$ cat config.mk
export PLATFORM = sky130hd
export DESIGN_NAME = cpu_controller
export DESIGN_NICKNAME = d
export VERILOG_FILES = /design/src/rtl/veririsc_pkg.sv /design/src/rtl/cpu_controller_ctrl_decode.sv /design/src/rtl/cpu_controller.sv
export SDC_FILE = /design/constraint.sdc
export NUM_CORES = 1
export LEC_CHECK = 0
export ABC_AREA = 0
export ABC_CLOCK_PERIOD_IN_PS = 1350
export BUFFER_PORTS_ARGS = -buffer_cell sky130_fd_sc_hd__buf_2
export CAP_MARGIN = 20
export CORE_AREA = 2 2 39 41
export CTS_CLUSTER_SIZE = 28
export DETAILED_ROUTE_END_ITERATION = 8
export DIE_AREA = 0 0 41 43
export SLEW_MARGIN = 20
export SYNTH_ARGS = -nofsm -noshare
export SYNTH_HDL_FRONTEND = slang
export SYNTH_SLANG_ARGS = --single-unit
$ cat constraint.sdc
create_clock -name clk -period 1.35 [get_ports clk]
set_input_delay 0.135 -clock clk [delete_from_list [all_inputs] [get_ports clk]]
set_output_delay 0.135 -clock clk [all_outputs]
set_load 0.05 [all_outputs]
$ cat src/rtl/veririsc_pkg.sv
// Shared opcode/phase encodings and control-strobe payload for the VeriRISC accumulator CPU.
package veririsc_pkg;

  localparam int unsigned PHASE_W = 3;
  localparam int unsigned OP_W    = 3;

  localparam logic [OP_W-1:0] HLT = 3'd0;
  localparam logic [OP_W-1:0] SKZ = 3'd1;
  localparam logic [OP_W-1:0] ADD = 3'd2;
  localparam logic [OP_W-1:0] AND = 3'd3;
  localparam logic [OP_W-1:0] XOR = 3'd4;
  localparam logic [OP_W-1:0] LDA = 3'd5;
  localparam logic [OP_W-1:0] STO = 3'd6;
  localparam logic [OP_W-1:0] JMP = 3'd7;

  localparam logic [PHASE_W-1:0] INST_ADDR  = 3'd0;
  localparam logic [PHASE_W-1:0] INST_FETCH = 3'd1;
  localparam logic [PHASE_W-1:0] INST_LOAD  = 3'd2;
  localparam logic [PHASE_W-1:0] IDLE       = 3'd3;
  localparam logic [PHASE_W-1:0] OP_ADDR    = 3'd4;
  localparam logic [PHASE_W-1:0] OP_FETCH   = 3'd5;
  localparam logic [PHASE_W-1:0] ALU_OP     = 3'd6;
  localparam logic [PHASE_W-1:0] STORE      = 3'd7;

  typedef struct packed {
    logic sel;
    logic rd;
    logic wr;
    logic ld_ir;
    logic ld_ac;
    logic ld_pc;
    logic inc_pc;
    logic data_e;
    logic halt;
  } ctrl_t;

  // Instructions that read an operand from memory and write the accumulator
  function automatic logic is_aluop(input logic [OP_W-1:0] op);
    return (op == ADD) || (op == AND) || (op == XOR) || (op == LDA);
  endfunction

endpackage

$ cat src/rtl/cpu_controller_ctrl_decode.sv
// Pure combinational decode of (phase, opcode, zero, halted) into datapath strobes.
module ctrl_decode
  import veririsc_pkg::*;
(
  input  logic [PHASE_W-1:0] i_phase,
  input  logic [OP_W-1:0]    i_opcode,
  input  logic               i_zero,
  input  logic               i_halted,
  output ctrl_t              o_ctrl
);

  logic w_aluop;
  assign w_aluop = is_aluop(i_opcode);

  always_comb begin
    o_ctrl = '0;
    if (i_halted) begin
      o_ctrl.halt = 1'b1;
    end else begin
      case (i_phase)
        INST_ADDR: begin
          o_ctrl.sel = 1'b1;
        end
        INST_FETCH: begin
          o_ctrl.sel = 1'b1;
          o_ctrl.rd  = 1'b1;
        end
        INST_LOAD, IDLE: begin
          o_ctrl.sel   = 1'b1;
          o_ctrl.rd    = 1'b1;
          o_ctrl.ld_ir = 1'b1;
        end
        OP_ADDR: begin
          o_ctrl.inc_pc = (i_opcode != HLT);
          o_ctrl.halt   = (i_opcode == HLT);
        end
        OP_FETCH: begin
          o_ctrl.rd = w_aluop;
        end
        // data_e leads wr by one cycle so the bus is settled at the write edge
        ALU_OP: begin
          o_ctrl.rd     = w_aluop;
          o_ctrl.inc_pc = (i_opcode == SKZ) && i_zero;
          o_ctrl.ld_pc  = (i_opcode == JMP);
          o_ctrl.data_e = (i_opcode == STO);
        end
        STORE: begin
          o_ctrl.rd     = w_aluop;
          o_ctrl.ld_ac  = w_aluop;
          o_ctrl.ld_pc  = (i_opcode == JMP);
          o_ctrl.wr     = (i_opcode == STO);
          o_ctrl.data_e = (i_opcode == STO);
        end
        default: ;
      endcase
    end
  end

endmodule

$ cat src/rtl/cpu_controller.sv
// Eight-phase instruction sequencer: phase counter, halt flag and strobe decode.
module cpu_controller
  import veririsc_pkg::*;
#(
  parameter int unsigned OPCODE_W    = 3,
  parameter int unsigned HALT_STICKY = 1
) (
  input  logic                clk,
  input  logic                rst,
  input  logic [OPCODE_W-1:0] opcode,
  input  logic                zero,
  output logic                sel,
  output logic                rd,
  output logic                wr,
  output logic                ld_ir,
  output logic                ld_ac,
  output logic                ld_pc,
  output logic                inc_pc,
  output logic                data_e,
  output logic                halt,
  output logic [PHASE_W-1:0]  phase
);

  localparam bit STICKY = (HALT_STICKY != 0);

  logic [PHASE_W-1:0] r_phase;
  logic [PHASE_W-1:0] w_phase_nxt;
  logic               r_halted;
  logic               w_halted_nxt;
  logic [OP_W-1:0]    w_opcode;
  ctrl_t              w_ctrl;

  assign w_opcode = OP_W'(opcode);

  always_ff @(posedge clk or posedge rst) begin
    if (rst) begin
      r_phase  <= INST_ADDR;
      r_halted <= 1'b0;
    end else begin
      r_phase  <= w_phase_nxt;
      r_halted <= w_halted_nxt;
    end
  end

  // A sticky HLT freezes the phase at OP_ADDR until reset
  always_comb begin
    w_halted_nxt = r_halted;
    w_phase_nxt  = r_phase + PHASE_W'(1);
    if (STICKY && !r_halted && (r_phase == OP_ADDR) && (w_opcode == HLT)) begin
      w_halted_nxt = 1'b1;
    end
    if (w_halted_nxt) begin
      w_phase_nxt = r_phase;
    end
  end

  ctrl_decode u_ctrl_decode (
    .i_phase  (r_phase),
    .i_opcode (w_opcode),
    .i_zero   (zero),
    .i_halted (r_halted),
    .o_ctrl   (w_ctrl)
  );

  assign sel    = w_ctrl.sel;
  assign rd     = w_ctrl.rd;
  assign wr     = w_ctrl.wr;
  assign ld_ir  = w_ctrl.ld_ir;
  assign ld_ac  = w_ctrl.ld_ac;
  assign ld_pc  = w_ctrl.ld_pc;
  assign inc_pc = w_ctrl.inc_pc;
  assign data_e = w_ctrl.data_e;
  assign halt   = w_ctrl.halt;
  assign phase  = r_phase;

endmodule
==> results of run 1 <==
[logic make-up after synthesis]
kind of cell / after synthesis / share of synthesized area, %
adder cells (fa/ha/maj): 7 / 21.54
buffers and inverters: 7 / 6.460
multiplexers: 1 / 3.691
XOR/XNOR: 2 / 4.308
flip-flops: 4 / 24.62
AND/OR/NAND/NOR: 14 / 20.93
AO/OA/AOI/OAI: 10 / 18.46
[final timing paths]
check / to / slack, ns / cells past startpoint
min: phase[1] / 0.31 / 3
min reg2reg: phase[2] / 0.63 / 2
max: wr / -0.37 / 7
max in group asynchronous: phase[2] / 0.86 / 3
max reg2reg: phase[1] / -0.12 / 6
min in group clk: phase[2] / 0.32 / 4
[per-stage QoR]
stage	setup TNS (ns)	setup WS [ns]
final	-3.125	-0.3741
after global routing	-3.828	-0.4512
after CTS	-2.977	-0.3767
after detailed placement	-1.793	-0.2605
after global placement	-1.679	-0.2360
after floorplan	-2.707	-0.3584
[per-layer routing]
metal  track usage (%)  share of wire (%)  up-vias
li1                  -                  -      231
met1             16.99                 33      220
met2             30.31                 62       15
met3             3.141                4.2        0
met4             8.000                  0        0
met5                 0                  0        -
[cells in the final DEF (no fill, tap or decap), types with 2 or more instances in the layout]
cell,instances
nor4_4,2
inv_4,2
buf_2,8
dfrtp_2,2
buf_4,14
a21oi_4,3
nand2_1,3
nor3_4,2
ha_4,5
inv_1,3
clkbuf_4,3
buf_6,10
[area by class of cell]
type                    instances  share of cell area [%]
clock buffers                   4                   2.724
inverters                       6                   2.853
multi-input cells              34                   52.01
flip-flops and latches          4                   11.02
well taps                      16                   2.075
repair buffers                 34                   29.31
[critical path, stage by stage, from the launching register on]
cell and delay (ns):
dfrtp_2 0.44, buf_6 0.13, ha_4 0.17, ha_4 0.18, buf_4 0.14, nand2b_4 0.09
nor3_4 0.04, buf_6 0.16
[repair_timing]
| item | in CTS | in global routing |
|---|---|---|
| endpoints found under the setup margin | 11 | 12 |
| hold buffers | 1 | 0 |
| buffers inserted | 2 | 4 |
| resized for setup | 30 | 5 |
| pin swaps | 4 | 6 |
| endpoints found under the hold margin | 4 | 0 |
[flip-flops by register name, indices dropped and copies added (netlist names)]
signal and flops:
phase 3, r_halted 1
==> results.md, run 1 <==
* Number of clock sinks at 4
* Final hold slack at 0.3102 ns
* Reg clk slew, reported paths at 0.04 ns
* CP max FO at 4
* DRT iter0 DRCs at 2
* Crit. End Element: output pin
* DR DRC count at 0
* First-pass GRT wire length at 1966 um
* Dominant synthesized flop cell: dfrtp_1
* Synth Register Bits at 4
* Vias in the first global route at 489
* Count leader, synth: ha_1
* Fill cells at 108
* Setup CP Type: reg -> out
* Crit path DAT at 1.59 ns
* Synthesized instance count at 45
* DR vias at 466
* Final ANT Viol Nets at 0
* Fraction of layout cells with a size suffix above 1 at 81.71%
* Unrepaired setup endpoints after global routing: yes
* Clk_lat worst skew at 0.24 ns
* Violated checks: negative setup slack
* Port bufs at 17
* Synth Net Count at 58
* Final Instance Count excl. Fillers at 98
* Worst min path class: in -> async
* Drt first pass iters at 4
* Vias/cell at 4.755
* Slew @ Worst Pin at 0.3206 ns
* CTS tree: yes
* Finish-stage setup viols at 11
* Final Skew at 0.008775 ns
* Ys async rst share at 100.0%
* Startpoint types: flop
* Area growth, synth to finish at 137.2%
* Root buf cell: clkbuf_4
* WL/cell at 12.28 um
* Worst setup path start: phase[0]
* Final Critical Period at 1.724 ns
* Clk buf depth at 2
* Unique cell type count in the Yosys netlist at 24
* Post-Syn Area at 406.6 um2
* Warnings, synthesis at 0
* Synth area leader: dfrtp_1
* Die Ht at 43 um
* EDFF count, synth at 0
* Status: complete, but fails checks
* Total Wirelength at 1203 um
* Total Routing Usage GR at 16.85%
* Final Hold Violating Endpoints at 0
* Multi-input logic area at 501.7 um2
* Initial antenna violation count at 0
* Fmax at 0.5800 GHz
* Die Area at 0.001763 mm2
* Worst r2r src: phase[0]
* Inst Count DP at 87
* Most area-consuming cells after synthesis: dfrtp_1 25%, ha_1 22%, inv_1 5.5%, a31oi_4 5.2%, a21oi_1 4.9%
* Placed inst area at 749.5 um2
* Max-cap viol count at 0
* Worst endpoint required time at 1.22 ns
* Grt total ovfl at 0
* Core ar. at 0.001384 mm2
* H-Tree Depth at 1
* Num ports at 18
* Seq/Total Area, Yosys at 24.62%
* Placer Congestion at 0.6597
* Hpwl dp at 869.4 um
* Final nets at 96
* Avg Cell Area, Syn at 9.036 um2
* Inserted Diodes at 0
* Final Util at 69.71%
* Relative slew slack at 78.55%
* Post-synth top cells: 7 x ha_1, 6 x inv_1, 4 x a21oi_1, 4 x dfrtp_1, 3 x nand2_1
* Initial Util at 29.39%
* Top cell type's share of synthesized area at 24.62%
* Die Wd at 41 um
* Design area at 964.7 um2
* Setup ws final at -0.3741 ns
* Slew Limit Fails at 0
* Register area at 106.4 um2
* Period Utilization, post-route at 127.7%
* Cts bufs inserted at 3
* Largest net degree at the start of global routing at 6
* FP Rows at 14
Power of run 1 is not shown: default switching activity piles up to over one toggle a cycle in this logic, so the estimate is an artifact.
==> run 2: changes to the inputs <==
--- a/config.mk
+++ b/config.mk
@@ -13,6 +13,8 @@
 export CTS_CLUSTER_SIZE = 28
 export DETAILED_ROUTE_END_ITERATION = 8
 export DIE_AREA = 0 0 41 43
+export MAX_ROUTING_LAYER = met4
+export SKIP_LAST_GASP = 1
 export SLEW_MARGIN = 20
 export SYNTH_ARGS = -nofsm -noshare
 export SYNTH_HDL_FRONTEND = slang
==> run 2 against run 1 <==
The flow still finishes with violations (negative setup slack); clock skew about the same; utilization decreased by 0.45 points; first-iteration DRC count increased by 50%; fmax about the same; highest routed layer unchanged; register-to-register slack about the same; global-route usage increased by 0.42 points; critical endpoint unchanged; die area unchanged; worst setup slack got worse by 0.00087 ns; non-clock buffer count unchanged; sequential cell count unchanged; critical path depth unchanged; design area decreased by 0.65%.
==> results.md, run 2 (same netlist as run 1, synthesis figures left out) <==
* Status: complete, but fails checks
* Violated checks: negative setup slack
* GR Layer Usage met1 at 16.99% (unchanged)
* Worst endpoint required time at 1.22 ns (about the same)
* Placer Congestion at 0.6658 (+0.92%)
* Inserted Diodes at 0 (unchanged)
* Most common cell after layout, fill and taps aside: buf_4
* Clk buf depth at 2 (unchanged)
* Drt first pass iters at 2 (-2)
* WL/cell at 11.97 um (-2.5%)
* Crit path DAT at 1.59 ns (about the same)
* Root buf cell: clkbuf_4
* Slew @ Worst Pin at 0.3209 ns (+0.0003215 ns)
* CP max FO at 4 (unchanged)
* Setup ws final at -0.3750 ns (-0.0008670 ns)
* Cts bufs inserted at 3 (unchanged)
* Area growth, synth to finish at 135.7%
* Final Critical Period at 1.725 ns (+0.0008670 ns)
* Setup CP Type: reg -> out
* Worst min path class: in -> async
* Vias in the first global route at 489 (unchanged)
* Met2 global-route usage at 30.31% (unchanged)
* Final nets at 96 (unchanged)
* Met3 GRT Util at 3.141% (unchanged)
* Largest net degree at the start of global routing at 6 (unchanged)
* Core ar. at 0.001384 mm2 (unchanged)
* Finish-stage setup viols at 11 (unchanged)
* Final Skew at 0.008775 ns (-0.0000002200 ns)
* Vias/cell at 4.755 (unchanged)
* FP Rows at 14 (unchanged)
* Die Wd at 41 um (unchanged)
* H-Tree Depth at 1 (unchanged)
* Period Utilization, post-route at 127.8% (about the same)
* Clk_lat worst skew at 0.24 ns (about the same)
* Startpoint types: flop
* DR DRC count at 0 (unchanged)
* Initial antenna violation count at 0 (unchanged)
* Final Hold Violating Endpoints at 0 (unchanged)
* Grt total ovfl at 0 (unchanged)
* Crit. End Element: output pin
* Relative slew slack at 78.53% (about the same)
* Total Wirelength at 1173 um (-2.5%)
* Fraction of layout cells with a size suffix above 1 at 80.49% (-1.2 points)
* Total Routing Usage GR at 17.27% (+0.42 points)
* Unrepaired setup endpoints after global routing: yes
* Max reg flops at 3 (unchanged)
* Die Ht at 43 um (unchanged)
* Final ANT Viol Nets at 0 (unchanged)
* Reg clk slew, reported paths at 0.04 ns (about the same)
* DRT iter0 DRCs at 3 (+1)
* Final hold slack at 0.3102 ns (+0.00002700 ns)
* DR vias at 466 (unchanged)
* Num ports at 18 (unchanged)
* Fmax at 0.5797 GHz (about the same)
* Most used routing layer: met2
* Slew Limit Fails at 0 (unchanged)
* Die Area at 0.001763 mm2 (unchanged)
* Max-cap viol count at 0 (unchanged)
* Number of clock sinks at 4 (unchanged)
* Fill cells at 111 (+2.8%)
* Most frequent cells in the layout: 14 x buf_4, 10 x buf_6, 8 x buf_2, 5 x ha_4
* Hpwl dp at 869.4 um (unchanged)
* Port bufs at 17 (unchanged)
* Initial Util at 29.39% (unchanged)
* CTS tree: yes
* First-pass GRT wire length at 1966 um (unchanged)
run 2: stage by stage:
stage	area, um2	setup TNS, ns	setup slack, ns	cells	util [%]
after floorplan	573.1	-2.707	-0.3584	45	-
after global placement	749.5	-1.679	-0.2360	87	54.16
after detailed placement	749.5	-1.793	-0.2605	87	54.16
after CTS	909.6	-2.977	-0.3767	94	65.73
after global routing	958.4	-3.828	-0.4512	98	69.26
final	958.4	-3.120	-0.3750	98	69.26
run 2: layout make-up:
class                   count  area [um2]  share of cell area [%]
clock buffers               4       26.28                   2.742
inverters                   6       27.53                   2.872
multi-input cells          34       495.5                   51.70
flip-flops and latches      4       106.4                   11.10
well taps                  16       20.02                   2.089
repair buffers             34       282.8                   29.50
run 2: per-layer routing:
layer | up-vias | wire [um]
li1 | 230 | -
met2 | 15 | 723
met3 | 0 | 50
met4 | 0 | 0
met5 | - | 0
met1 | 221 | 398
run 2: timing repair:
action / CTS / global route
pin swaps: 4 / 6
setup buffers: 2 / 4
gates resized for setup: 30 / 4
endpoints found under the setup margin: 11 / 12
hold buffers: 1 / 0
hold endpoints to repair: 4 / 0
run 2: final timing paths:
| kind | endpoint | startpoint | slack [ns] | depth (start not counted) |
|---|---|---|---|---|
| worst max-delay path | wr | phase[0] | -0.37 | 7 |
| worst min-delay path | phase[1] | rst | 0.31 | 3 |
| worst max register to register | phase[1] | phase[0] | -0.12 | 6 |
| worst min register to register | phase[2] | phase[2] | 0.63 | 2 |
| max in group asynchronous | phase[2] | rst | 0.86 | 3 |
| min in group clk | phase[2] | opcode[1] | 0.33 | 4 |
run 2: worst max-delay path, cell delays in order, from the launching register on:
cell      delay [ns]
dfrtp_2         0.44
buf_6           0.13
ha_4            0.17
ha_4            0.18
buf_4           0.14
nand2b_4        0.09
nor3_4          0.04
buf_6           0.16
Power of run 2 is left out for the same reason.
==> run 3: changes to the inputs <==
--- a/config.mk
+++ b/config.mk
@@ -14,6 +14,7 @@
 export DETAILED_ROUTE_END_ITERATION = 8
 export DIE_AREA = 0 0 41 43
 export MAX_ROUTING_LAYER = met4
+export PLACE_DENSITY = 0.56
 export SKIP_LAST_GASP = 1
 export SLEW_MARGIN = 20
 export SYNTH_ARGS = -nofsm -noshare
==> run 3 against run 2 <==
The run still ends with negative setup slack left; clock-buffer cell count unchanged; worst setup slack got worse by 0.0068 ns; final cell count shrank 1.0%; design area up 0.13%; utilization grew 0.090 points; sequential share of layout area hardly changed; register-to-register slack got worse by 0.05 ns; critical path type unchanged; clock skew down 0.0028 ns; non-clock buffer count down 1; first-iteration DRC count down 100%; routed wire length increased by 7.7%; die area stayed put.
==> results.md, run 3 (same netlist as run 1, synthesis figures left out) <==
* Status: complete, but fails checks
* Violated checks: negative setup slack
* Fill cells at 107 (-3.6%)
* Total Routing Usage GR at 16.92% (-0.35 points)
* Reg2reg path depth at 6 (unchanged)
* H-Tree Depth at 1 (unchanged)
* Reg clk slew, reported paths at 0.04 ns (about the same)
* Initial Util at 29.39% (unchanged)
* Clk buf depth at 2 (unchanged)
* Setup ws final at -0.3818 ns (-0.006776 ns)
* CP max stage cell: dfrtp_2
* Inst Count DP at 89 (+2.3%)
* Crit. End Element: output pin
* Number of clock sinks at 4 (unchanged)
* Hpwl dp at 888.7 um (+2.2%)
* Core ar. at 0.001384 mm2 (unchanged)
* Bufs and invs on worst path at 2 (-1)
* CP max FO at 3 (-1)
* GR Layer Usage met1 at 15.91% (-1.1 points)
* Worst setup path start: phase[0]
* Final hold slack at 0.3219 ns (+0.01169 ns)
* Die Wd at 41 um (unchanged)
* Grt total ovfl at 0 (unchanged)
* Fraction of layout cells with a size suffix above 1 at 80.25% (-0.24 points)
* CTS tree: yes
* Largest net degree at the start of global routing at 8 (+2)
* Relative slew slack at 78.87% (+0.34 points)
* Final Skew at 0.005931 ns (-0.002844 ns)
* R2r setup slk at -0.17 ns (-0.05 ns)
* Die Ht at 43 um (unchanged)
* Drt first pass iters at 1 (-1)
* Vias in the first global route at 472 (-3.5%)
* Port bufs at 17 (unchanged)
* WL/cell at 13.02 um (+8.8%)
* Worst endpoint required time at 1.22 ns (about the same)
* Placer Congestion at 0.6790 (+2.0%)
* Cts bufs inserted at 3 (unchanged)
* Met2 global-route usage at 30.31% (unchanged)
* Startpoint types: flop
* Initial antenna violation count at 0 (unchanged)
* CP top delay family: flip-flops
* Fmax at 0.5774 GHz (-0.39%)
* Met3 GRT Util at 3.141% (unchanged)
* Crit-path cells: buf_6 > ha_4 > ha_4 > a21oi_4 > nor4_4 > buf_6
* Area growth, synth to finish at 136.0%
* Total Wirelength at 1263 um (+7.7%)
* Slew @ Worst Pin at 0.3159 ns (-0.005045 ns)
* Vias/cell at 4.608 (-3.1%)
* Unrepaired setup endpoints after global routing: yes
* DR vias at 447 (-4.1%)
* Final ANT Viol Nets at 0 (unchanged)
* Slew Limit Fails at 0 (unchanged)
* DRT iter0 DRCs at 0 (-3)
* Period Utilization, post-route at 128.3% (+0.50 points)
* Clk_lat worst skew at 0.24 ns (about the same)
* First-pass GRT wire length at 1925 um (-2.1%)
* DR DRC count at 0 (unchanged)
* Final Hold Violating Endpoints at 0 (unchanged)
* Worst min path class: in -> async
* Max reg flops at 3 (unchanged)
* Finish-stage setup viols at 11 (unchanged)
* Final Critical Period at 1.732 ns (+0.006776 ns)
* Reg-to-reg endpoint: phase[1]
* Setup CP Type: reg -> out
* Most common cell after layout, fill and taps aside: buf_6
* Final Instance Count excl. Fillers at 97 (-1.0%)
* Num ports at 18 (unchanged)
* Final nets at 95 (-1.0%)
* Inserted Diodes at 0 (unchanged)
* Pre-CTS setup slack at -0.2485 ns (+0.01202 ns)
* Worst r2r src: phase[1]
* Most used routing layer: met2
* Max-cap viol count at 0 (unchanged)
* Crit path largest cell delay at 0.40 ns (-0.04 ns)
* Root buf cell: clkbuf_4
* Crit path DAT at 1.60 ns (about the same)
* Most frequent cells in the layout: 12 x buf_6, 11 x buf_4, 8 x buf_2, 5 x ha_4, 4 x a21oi_4
* FP Rows at 14 (unchanged)
* Die Area at 0.001763 mm2 (unchanged)
-- run 3: changes by cell type in the layout (fill, tap and decap cells not counted), sizes merged --
cell  delta
buf      -1
-- run 3: area by class of cell --
class / count / area, um2 / share of cell area (%)
clock buffers: 4 / 26.28 / 2.738
inverters: 6 / 27.53 / 2.868
multi-input cells: 34 / 496.7 / 51.76
flip-flops and latches: 4 / 106.4 / 11.08
well taps: 16 / 20.02 / 2.086
repair buffers: 33 / 282.8 / 29.47
-- run 3: worst max path at each step --
stage	to	cells after the start
floorplan	rd	5
global placement	rd	5
detailed placement	rd	5
CTS	ld_pc	6
global route	data_e	6
finish	data_e	6
-- run 3: per-stage QoR --
stage	instance area [um2]	utilization, %	TNS (ns)
after floorplan	573.1	-	-2.707
after global placement	764.5	55.24	-1.685
after detailed placement	764.5	55.24	-1.836
after CTS	933.4	67.45	-2.977
after global routing	959.7	69.35	-3.646
final	959.7	69.35	-2.956
-- run 3: worst register-to-register path, cell delays in order (launching register included) --
cell	delay, ns
dfrtp_2	0.39
inv_1	0.07
buf_4	0.14
ha_4	0.18
a31oi_4	0.20
buf_6	0.14
mux2_4	0.29
-- run 3: layer usage --
layer,vias up,wire (um)
met4,0,17
li1,227,-
met1,202,492
met2,16,704
met3,2,49
met5,-,0
-- run 3: timing repair --
action                                  CTS  global route
endpoints found under the setup margin   11            11
setup buffers                             2             1
pin swaps                                 2             2
hold buffers                              1             0
gates resized for setup                  31             5
cloned                                    0             0
endpoints found under the hold margin     4             0
Power of run 3 is left out for the same reason.
